## config.mk

```make
export PLATFORM = sky130hd
export DESIGN_NAME = sfifo_param_buffer
export DESIGN_NICKNAME = d
export VERILOG_FILES = /design/src/rtl/sfifo_param_buffer.sv
export SDC_FILE = /design/constraint.sdc
export NUM_CORES = 1
export LEC_CHECK = 0
export BUFFER_PORTS_ARGS = -buffer_cell sky130_fd_sc_hd__clkbuf_2
export CAP_MARGIN = 20
export CORE_MARGIN = 2
export CORE_UTILIZATION = 50
export CTS_BUF_LIST = sky130_fd_sc_hd__clkbuf_8
export DETAILED_ROUTE_END_ITERATION = 6
export HOLD_SLACK_MARGIN = 0.12
export PLACE_DENSITY = 0.68
export SLEW_MARGIN = 20
export SYNTH_ARGS = -nofsm -noshare
export SYNTH_HDL_FRONTEND = slang
export SYNTH_SLANG_ARGS = --single-unit
```

## constraint.sdc

```tcl
create_clock -name clk -period 12.6 [get_ports clk]
set_input_delay 3.78 -clock clk [delete_from_list [all_inputs] [get_ports clk]]
set_output_delay 3.78 -clock clk [all_outputs]
set_load 0.01 [all_outputs]
```

## src/rtl/sfifo_param_buffer.sv

```systemverilog
// Parametrised single-clock synchronous FIFO with occupancy count,
// almost-full/empty thresholds, sticky error flags and optional FWFT read.
module sfifo_param_buffer #(
    parameter int DATA_WIDTH = 32,
    parameter int ADDR_WIDTH = 3,
    parameter int AF_LEVEL   = (1 << ADDR_WIDTH) - 2,
    parameter int AE_LEVEL   = 2,
    parameter bit FWFT       = 1'b0
) (
    input  logic                  clk,
    input  logic                  Rst,
    input  logic                  EN,
    input  logic                  WR_EN,
    input  logic                  RD_EN,
    input  logic                  CLR_ERR,
    input  logic [DATA_WIDTH-1:0] dataIn,
    output logic [DATA_WIDTH-1:0] dataOut,
    output logic                  EMPTY,
    output logic                  FULL,
    output logic                  ALMOST_EMPTY,
    output logic                  ALMOST_FULL,
    output logic [ADDR_WIDTH:0]   COUNT,
    output logic                  OVERFLOW,
    output logic                  UNDERFLOW
);

    localparam int DEPTH = 1 << ADDR_WIDTH;
    localparam logic [ADDR_WIDTH:0] LP_DEPTH = (ADDR_WIDTH+1)'(DEPTH);
    localparam logic [ADDR_WIDTH:0] LP_AF    = (ADDR_WIDTH+1)'(AF_LEVEL);
    localparam logic [ADDR_WIDTH:0] LP_AE    = (ADDR_WIDTH+1)'(AE_LEVEL);

    logic [DATA_WIDTH-1:0] r_mem [DEPTH];
    logic [ADDR_WIDTH-1:0] r_wr_ptr;
    logic [ADDR_WIDTH-1:0] r_rd_ptr;
    logic [ADDR_WIDTH:0]   r_count;
    logic                  r_ovf;
    logic                  r_udf;

    logic w_empty;
    logic w_full;
    logic w_rd_ok;
    logic w_wr_ok;

    assign w_empty = (r_count == '0);
    assign w_full  = (r_count == LP_DEPTH);
    assign w_rd_ok = RD_EN & ~w_empty;
    // A pop in the same cycle frees a slot, so a full FIFO still accepts.
    assign w_wr_ok = WR_EN & (~w_full | w_rd_ok);

    always_ff @(posedge clk) begin
        if (Rst) begin
            r_wr_ptr <= '0;
            r_rd_ptr <= '0;
            r_count  <= '0;
        end else if (EN) begin
            if (w_wr_ok)
                r_wr_ptr <= r_wr_ptr + ADDR_WIDTH'(1);
            if (w_rd_ok)
                r_rd_ptr <= r_rd_ptr + ADDR_WIDTH'(1);
            case ({w_wr_ok, w_rd_ok})
                2'b10:   r_count <= r_count + (ADDR_WIDTH+1)'(1);
                2'b01:   r_count <= r_count - (ADDR_WIDTH+1)'(1);
                default: r_count <= r_count;
            endcase
        end
    end

    always_ff @(posedge clk) begin
        if (!Rst && EN && w_wr_ok)
            r_mem[r_wr_ptr] <= dataIn;
    end

    // Clear first so an error in the same cycle keeps its flag set.
    always_ff @(posedge clk) begin
        if (Rst) begin
            r_ovf <= 1'b0;
            r_udf <= 1'b0;
        end else if (EN) begin
            if (CLR_ERR) begin
                r_ovf <= 1'b0;
                r_udf <= 1'b0;
            end
            if (WR_EN && !w_wr_ok)
                r_ovf <= 1'b1;
            if (RD_EN && w_empty)
                r_udf <= 1'b1;
        end
    end

    generate
        if (FWFT) begin : g_fwft
            assign dataOut = w_empty ? '0 : r_mem[r_rd_ptr];
        end else begin : g_reg
            logic [DATA_WIDTH-1:0] r_dout;
            always_ff @(posedge clk) begin
                if (Rst)
                    r_dout <= '0;
                else if (EN && w_rd_ok)
                    r_dout <= r_mem[r_rd_ptr];
            end
            assign dataOut = r_dout;
        end
    endgenerate

    assign COUNT        = r_count;
    assign EMPTY        = w_empty;
    assign FULL         = w_full;
    assign ALMOST_EMPTY = (r_count <= LP_AE);
    assign ALMOST_FULL  = (r_count >= LP_AF);
    assign OVERFLOW     = r_ovf;
    assign UNDERFLOW    = r_udf;

endmodule

```

## After elaboration in Yosys (flattened, before gate mapping)

Memories as Yosys holds them, arrays and structs flattened. A register that Yosys moved wholly into a read port is not among the register bits.
Cells that the tools add are included.

- Bits in writable memories: 256
- Logic and storage cells: 42
- ROM bits: 0
- Input port bits: 38
- Memories kept: 1
- Bits in registers: 12
- Output and inout bits: 42
- Latch bits: 0

Memories:

| name | depth | width | rd ports | clocked after memory_dff | wr ports | line | source |
|---|---|---|---|---|---|---|---|
| r_mem | 8 | 32 | 1 | 1 | 1 | 32 | `logic [DATA_WIDTH-1:0] r_mem [DEPTH];` |

- Mux-type cells: 6
- $add $sub $neg: 4
- Shift operators: 0
- Divide/modulo/power cells: 0
- Equal/unequal tests: 3
- Reduce and logical (&&, ||, !) cells: 16
- Multipliers: 0
- Magnitude comparators: 2
- Bitwise logic cells: 5

Operators by type and width:

| cell | count |
|---|---|
| $reduce_and 2->1 | 5 |
| $pmux 4 s2 | 1 |
| $add 3x1->3 const B | 2 |
| $reduce_bool 2->1 | 3 |
| $logic_and 1x1->1 | 5 |
| $mux 1 | 5 |
| $add 4x1->4 const B | 1 |
| $eq 4x4->1 const B | 1 |
| $ge 4x3->1 const B | 1 |
| $le 4x2->1 const B | 1 |
| $logic_not 4->1 | 1 |
| $sub 4x1->4 const B | 1 |
| $and 1x1->1 | 2 |
| $eq 2x1->1 const B | 1 |
| $eq 2x2->1 const B | 1 |
| $logic_not 1->1 | 2 |
| $not 1->1 | 2 |
| $or 1x1->1 | 1 |

## Longest topological paths before layout

Gate-level depths: netlist of run 1.

- Depth after elaboration: 9
- Gate-level depth with buffers: 9
- Gate-level depth less buffers: 8

## Worst setup path after synthesis of run 1

No wires, ideal clock.

- Kind: in2reg
- Start point: in EN
- End point: mem r_mem[0][0] (enable)
- Path slack: 4624 ps
- Buffers on the path: 0
- Required time: 12087 ps
- Stages: 3
- Arrival: 7463 ps
- Path through: nand2_1 -> o21bai_4 -> nor4b_1

- Word-level cells in the longest chain between the ends: 4

RTL lines:

| item | line | source |
|---|---|---|
| from (decl) | 12 | `input logic EN,` |
| $logic_and 1x1->1 (2 in series) | 69 | `if (!Rst && EN && w_wr_ok)` |
| $mux 1 | 69 |  |
| $mux 1 (not written as such) | 70 | `r_mem[r_wr_ptr] <= dataIn;` |
| to (decl) | 32 |  |

Every way passes these cells.

## Worst setup path after layout of run 1

- Start point: reg r_count[0], in the netlist COUNT[0]
- End point: out FULL

- Word-level cells in the longest chain between the ends: 1

RTL lines:

| item | line | source |
|---|---|---|
| from (decl) | 35 | `logic [ADDR_WIDTH:0] r_count;` |
| from (signal assigned) | 61 | `2'b10: r_count <= r_count + (ADDR_WIDTH+1)'(1);` |
| from (signal assigned) | 62 | `2'b01: r_count <= r_count - (ADDR_WIDTH+1)'(1);` |
| from (signal assigned) | 63 | `default: r_count <= r_count;` |
| $eq 4x4->1 | 45 | `assign w_full = (r_count == LP_DEPTH);` |
| to (decl) | 19 | `output logic FULL,` |

Every way passes these cells.

==> results of run 1 <==
==> cell type report <==
type	instances	area, um2	share of cell area
sequential	300	8570	0.639
multi-input combinational	229	3030	0.226
inverter	5	20.0	0.00149
timing repair buffer	93	513	0.0382
tap	319	399	0.0297
clock buffer	51	702	0.0523
clock inverter	37	180	0.0134
==> sequential cells by signal, indices dropped and copies added, names as in the netlist <==
name       count
dataOut       32
COUNT          4
UNDERFLOW      1
OVERFLOW       1
r_mem        256
r_wr_ptr       3
r_rd_ptr       3
==> metal layers <==
layer | global-route usage | wire length [um]
met5 | 0 | 0
met3 | 0.0378 | 1190
met1 | 0.223 | 8900
met2 | 0.283 | 10200
met4 | 0.0519 | 354
==> kinds of logic after synthesis <==
| logic type | Yosys count |
|---|---|
| AO/OA/AOI/OAI | 46 |
| XOR/XNOR | 6 |
| adder cells (fa/ha/maj) | 5 |
| buffers and inverters | 38 |
| flip-flops | 300 |
| multiplexers | 100 |
| AND/OR/NAND/NOR | 72 |
==> Yosys cell counts (all sizes together) (2+ instances only) <==
| cell | number | area share |
|---|---|---|
| mux2i | 35 | 0.029 |
| dfxtp | 44 | 0.074 |
| xor2 | 3 | 0.0022 |
| nand3b | 2 | 0.0013 |
| nand2 | 5 | 0.0016 |
| inv | 4 | 0.0013 |
| a211oi | 34 | 0.034 |
| nor2b | 2 | 0.0011 |
| nand3 | 3 | 0.0013 |
| xnor2 | 3 | 0.0022 |
| edfxtp | 256 | 0.65 |
| mux4 | 64 | 0.14 |
| nor2 | 49 | 0.015 |
| buf | 19 | 0.018 |
| nor3 | 4 | 0.0017 |
| and2 | 2 | 0.0014 |
| o2111ai | 2 | 0.0015 |
| clkbuf | 14 | 0.0095 |
| a21o | 2 | 0.0014 |
| ha | 4 | 0.0042 |
| a21oi | 2 | 0.00084 |
==> how the worst max path moves through the flow <==
| stage | depth (start not counted) | slack, ps | end | start |
|---|---|---|---|---|
| 6_report | 3 | 6890 | FULL | COUNT[0] |
| 5_1_grt | 3 | 6790 | FULL | COUNT[0] |
| 4_1_cts | 3 | 6860 | FULL | COUNT[0] |
| 3_5_place_dp | 4 | 6700 | r_mem[7][7] | Rst |
| 3_3_place_gp | 4 | 6780 | r_mem[7][5] | Rst |
| 2_1_floorplan | 3 | 4620 | r_mem[0][0] | EN |
==> worst reg2reg max path, cell delays in order, from the launching register on <==
cell       delay, ps
dfxtp_1          530
or4b_1           340
o2111ai_1        420
nor2_4           970
==> power by group <==
group	switching (W)	internal [W]
sequential	0.0000151	0.00109
clock	0.000353	0.000394
combinational	0.0000770	0.0000638
==> cell usage in the layout, fill, tap and decap left out, types with 5 or more instances in the layout <==
cell      count
clkinv_1      7
mux4_1       53
mux4_2       11
clkbuf_2     79
clkinv_2      7
buf_4        13
edfxtp_1    256
nor2_1       46
nand2_1       5
a211oi_2     30
clkbuf_8     51
inv_1        24
mux2i_1      35
dfxtp_1      41
==> through the flow <==
step	hold slack (ps)	power [W]	setup slack [ps]
2_1_floorplan	518	0.00123	4620
3_3_place_gp	475	0.00127	6780
3_5_place_dp	503	0.00127	6700
4_1_cts	513	0.00202	6860
5_1_grt	536	0.00208	6790
6_report	517	0.00200	6890
==> impl_metrics.csv, run 1 <==
group,metric,value,unit
critical_path,path_cells,"or4b_1, inv_2, clkbuf_2",
sta,setup_violations,0,
logic_synthesis,synth_top_family_by_area,"multiplexers",
logic_synthesis,synth-compound-area-share,0.0447,
critical_path,worstReg2RegEnd,"r_mem[6][28]",
cts,hold_buffers,0,
cts,htreeDepth,2,
logic_synthesis,yosysWarnings,0,
cts,cts_buffers,48,
floorplanning,start_util,0.508,
grt,grt_use_total,0.169,
cts,cts_resized,0,
critical_path,max_stage_delay,710,ps
critical_path,cp.required,8820,ps
sta,rsz0062_at_grt,"false",
floorplanning,fp.dieH,158,um
logic_synthesis,synthFlopType,"edfxtp_1",
critical_path,start_kind,"flip-flop",
sta,maxSlewHeadroom,0.300,
floorplanning,rows,56,
logic_synthesis,synth_edf_count,256,
grt,grt_overflow,0,
final_layout,finalNonFillerCells,1034,
cts,cts_tree,"done",
power_and_ir_drop,p_leak,4.46,nW
cts,path_clk_slew,60,ps
placed_design,place_congestion,0.770,
sta,period_needed,5710,ps
sta,fin_skew,20.2,ps
sta,setup_tns,0,ps
critical_path,cpMaxStageDelayCell,"or4b_1",
logic_synthesis,synth_cells,567,
cts,post_cts_buffers,0,
power_and_ir_drop,vdd_drop_max,0.0818,mV
worst_hold_path,hold_path_depth,2,
sta,max_freq,175,MHz
floorplanning,core_region_area,23400,um2
final_layout,final_design_area_no_fill,13400,um2
logic_synthesis,synth_cell_types,45,
route,antenna_left,0,
logic_synthesis,yosysSeqAreaShare,0.720,
critical_path,r2r_start,"COUNT[0]",
logic_synthesis,syn_avg_cell_area,21.0,um2
placed_design,placed_cell_area,12500,um2
critical_path,worstSetupPathType,"reg2out",
worst_hold_path,hold_path_end,"UNDERFLOW",
placed_design,portBuffers,79,
logic_synthesis,muxShareOfSynthArea,0.168,
sta,finalMaxSlewViolations,0,
logic_synthesis,synthAdderAreaFrac,0.00589,
floorplanning,dieWidth,158,um
cts,clock-sinks,300,
critical_path,endpoint_kind,"primary output",
route,drtPass1Iterations,4,
placed_design,dp_cells,945,
logic_synthesis,ys_async_sr_fraction,0,
final_layout,area_growth,12.8,%
route,post_drt_wl_per_cell,19.9,um
critical_path,reg2reg_depth,3,
cts,cts.path.max_buffers,3,
logic_synthesis,ys_ff_latch,300,
cts,ctsRootBufferMaster,"clkbuf_8",
route,vias,5582,
logic_synthesis,synth-xor-area-share,0.00442,
sta,finalCritPeriodShare,0.453,
final_layout,drive_gt1_frac,0.299,
placed_design,hpwl,11900,um
final_layout,n_fill_cell,1769,
grt,antenna_found_initial,0,
final_layout,nNetsFinal,720,
logic_synthesis,syn_nets,610,
route,drt-vias-per-instance,5.40,
critical_path,worstPathArrival,1930,ps
floorplanning,ios,80,
sta,worstMarginPinSlew,1050,ps
power_and_ir_drop,p_per_area,149,nW/um2
logic_synthesis,syn_area,11900,um2
route,first_iter_violations,308,
worst_hold_path,hp-class,"reg2reg",
route,drc_errors,0,
run,drv_cap,0,
route,wirelength,20600,um
grt,grt_max_degree,67,
final_layout,final_util,0.573,
critical_path,crit_fanout,9,
grt,grt_pass1_vias,5775,
cts,clock_latency,540,ps
grt,grt_pass1_wl,31700,um
outcome,status,"completed",
worst_hold_path,min_from,"UNDERFLOW",
final_layout,antenna_cells,0,
critical_path,timing.reg2reg.setup_slack,9950,ps
floorplanning,die-area,25000,um2
critical_path,path_delay_family,"simple AND/OR/NAND/NOR gates",
sta,hold_viol,0,
logic_synthesis,synthSimpleGateAreaFrac,0.0272,
critical_path,cp_num_buf_inv,2,
(Power assumes the default switching activity.)
==> run 2: changes to the inputs <==
==> constraint.sdc (replaced) <==
create_clock -name clk -period 5.7 [get_ports clk]
set_input_delay 1.71 -clock clk [delete_from_list [all_inputs] [get_ports clk]]
set_output_delay 1.71 -clock clk [all_outputs]
set_load 0.01 [all_outputs]
==> impl_metrics.csv, run 2 (same netlist as run 1, synthesis figures left out) <==
group,metric,value,unit
final_layout,final_cell_mix,"edfxtp_1, clkbuf_2, mux4_1, clkbuf_8, nor2_1",
sta,maxSlewHeadroom,0.311,
power_and_ir_drop,p_leak,4.46,nW
critical_path,endpoint_kind,"primary output",
floorplanning,die-area,25000,um2
sta,setup_tns,0,ps
final_layout,antenna_cells,0,
cts,cts_resized,0,
critical_path,path_delay_family,"simple AND/OR/NAND/NOR gates",
cts,path_clk_slew,60,ps
cts,clock_latency,560,ps
worst_hold_path,min_from,"OVERFLOW",
route,drtPass1Iterations,6,
power_and_ir_drop,vdd_drop_max,0.152,mV
power_and_ir_drop,p_per_area,327,nW/um2
floorplanning,ios,80,
floorplanning,dieWidth,158,um
cts,hold_buffers,0,
sta,finalHoldWorstSlack,495,ps
power_and_ir_drop,power,0.00440,W
final_layout,nNetsFinal,722,
cts,cts_buffers,48,
final_layout,layout_commonest_cell,"edfxtp_1",
sta,rsz0062_at_grt,"false",
critical_path,worstSetupPathType,"reg2out",
grt,grt_pass1_wl,34000,um
grt,grt_overflow,0,
grt,grt_max_degree,67,
floorplanning,start_util,0.508,
grt,grt_pass1_vias,6048,
critical_path,cp.required,3990,ps
critical_path,r2r_start,"COUNT[0]",
critical_path,crit_fanout,9,
sta,setup_violations,0,
route,drc_errors,0,
sta,finalCritPeriodShare,0.642,
sta,worstMarginPinSlew,1030,ps
cts,htreeDepth,2,
final_layout,largest_register_ff_count,256,
sta,hold_viol,0,
cts,clock-sinks,300,
route,wirelength,22000,um
cts,ctsRootBufferMaster,"clkbuf_8",
route,vias,5706,
placed_design,hpwl,12500,um
route,post_drt_wl_per_cell,21.2,um
route,first_iter_violations,435,
critical_path,cp_num_buf_inv,2,
critical_path,startpoint,"COUNT[0]",
grt,grt_use_total,0.184,
critical_path,cpMaxStageDelayCell,"or4b_1",
cts,post_cts_buffers,0,
final_layout,area_growth,13.2,%
sta,max_freq,273,MHz
critical_path,start_kind,"flip-flop",
run,drv_cap,0,
critical_path,path_cells,"or4b_1, inv_2, clkbuf_2",
final_layout,drive_gt1_frac,0.298,
route,antenna_left,0,
cts,cts.path.max_buffers,3,
final_layout,regMostFlops,"r_mem",
route,drt-vias-per-instance,5.50,
sta,period_needed,3660,ps
floorplanning,core_region_area,23400,um2
sta,finalMaxSlewViolations,0,
cts,cts_tree,"done",
outcome,status,"completed",
sta,fin_skew,13.4,ps
critical_path,max_stage_delay,700,ps
grt,antenna_found_initial,1,
floorplanning,fp.dieH,158,um
placed_design,place_congestion,0.756,
critical_path,worstPathArrival,1950,ps
floorplanning,rows,56,
worst_hold_path,hp-class,"reg2reg",
placed_design,portBuffers,79,
[run 2: final cells by class]
type                       count  area [um2]
fill                        1774        9940
clock buffer                  51         702
clock inverter                39         161
timing repair buffer          95         567
sequential                   300        8570
tap                          319         399
multi-input combinational    229        3040
inverter                       5        20.0
[run 2: final timing paths]
kind                       to  slack [ps]  depth (start not counted)
hold / removal       OVERFLOW         490                          2
hold reg to reg      OVERFLOW         490                          2
setup reg to reg  r_mem[6][4]        3040                          4
setup / recovery         FULL        2040                          3
[run 2: where the power goes]
part	switching, W	internal, W	total (W)
registers	0.0000360	0.00242	0.00246
clock network	0.000798	0.000829	0.00163
logic	0.000172	0.000143	0.000315
[run 2: worst register-to-register path: stages, from the launching register on]
cell and delay, ps:
dfxtp_1 410, or4b_1 710, o2111ai_1 730, nor2_4 300, buf_16 250
[run 2: layer usage]
layer  vias up  share of wire  GRT usage
met5         -        0.00059          0
met4         2          0.022     0.0639
met3        39          0.043     0.0345
met2       142           0.51      0.313
met1      2932           0.43      0.238
li1       2591              -          -
[run 2: metrics by stage]
| step | utilization | cell area, um2 | worst slack [ps] | instances |
|---|---|---|---|---|
| after global routing | 0.575 | 13500 | 1970 | 1038 |
| after floorplan | - | 11900 | 58.4 | 567 |
| after global placement | 0.536 | 12500 | 1900 | 945 |
| final | 0.575 | 13500 | 2040 | 1038 |
| after detailed placement | 0.536 | 12500 | 1870 | 945 |
| after CTS | 0.573 | 13400 | 2010 | 1035 |
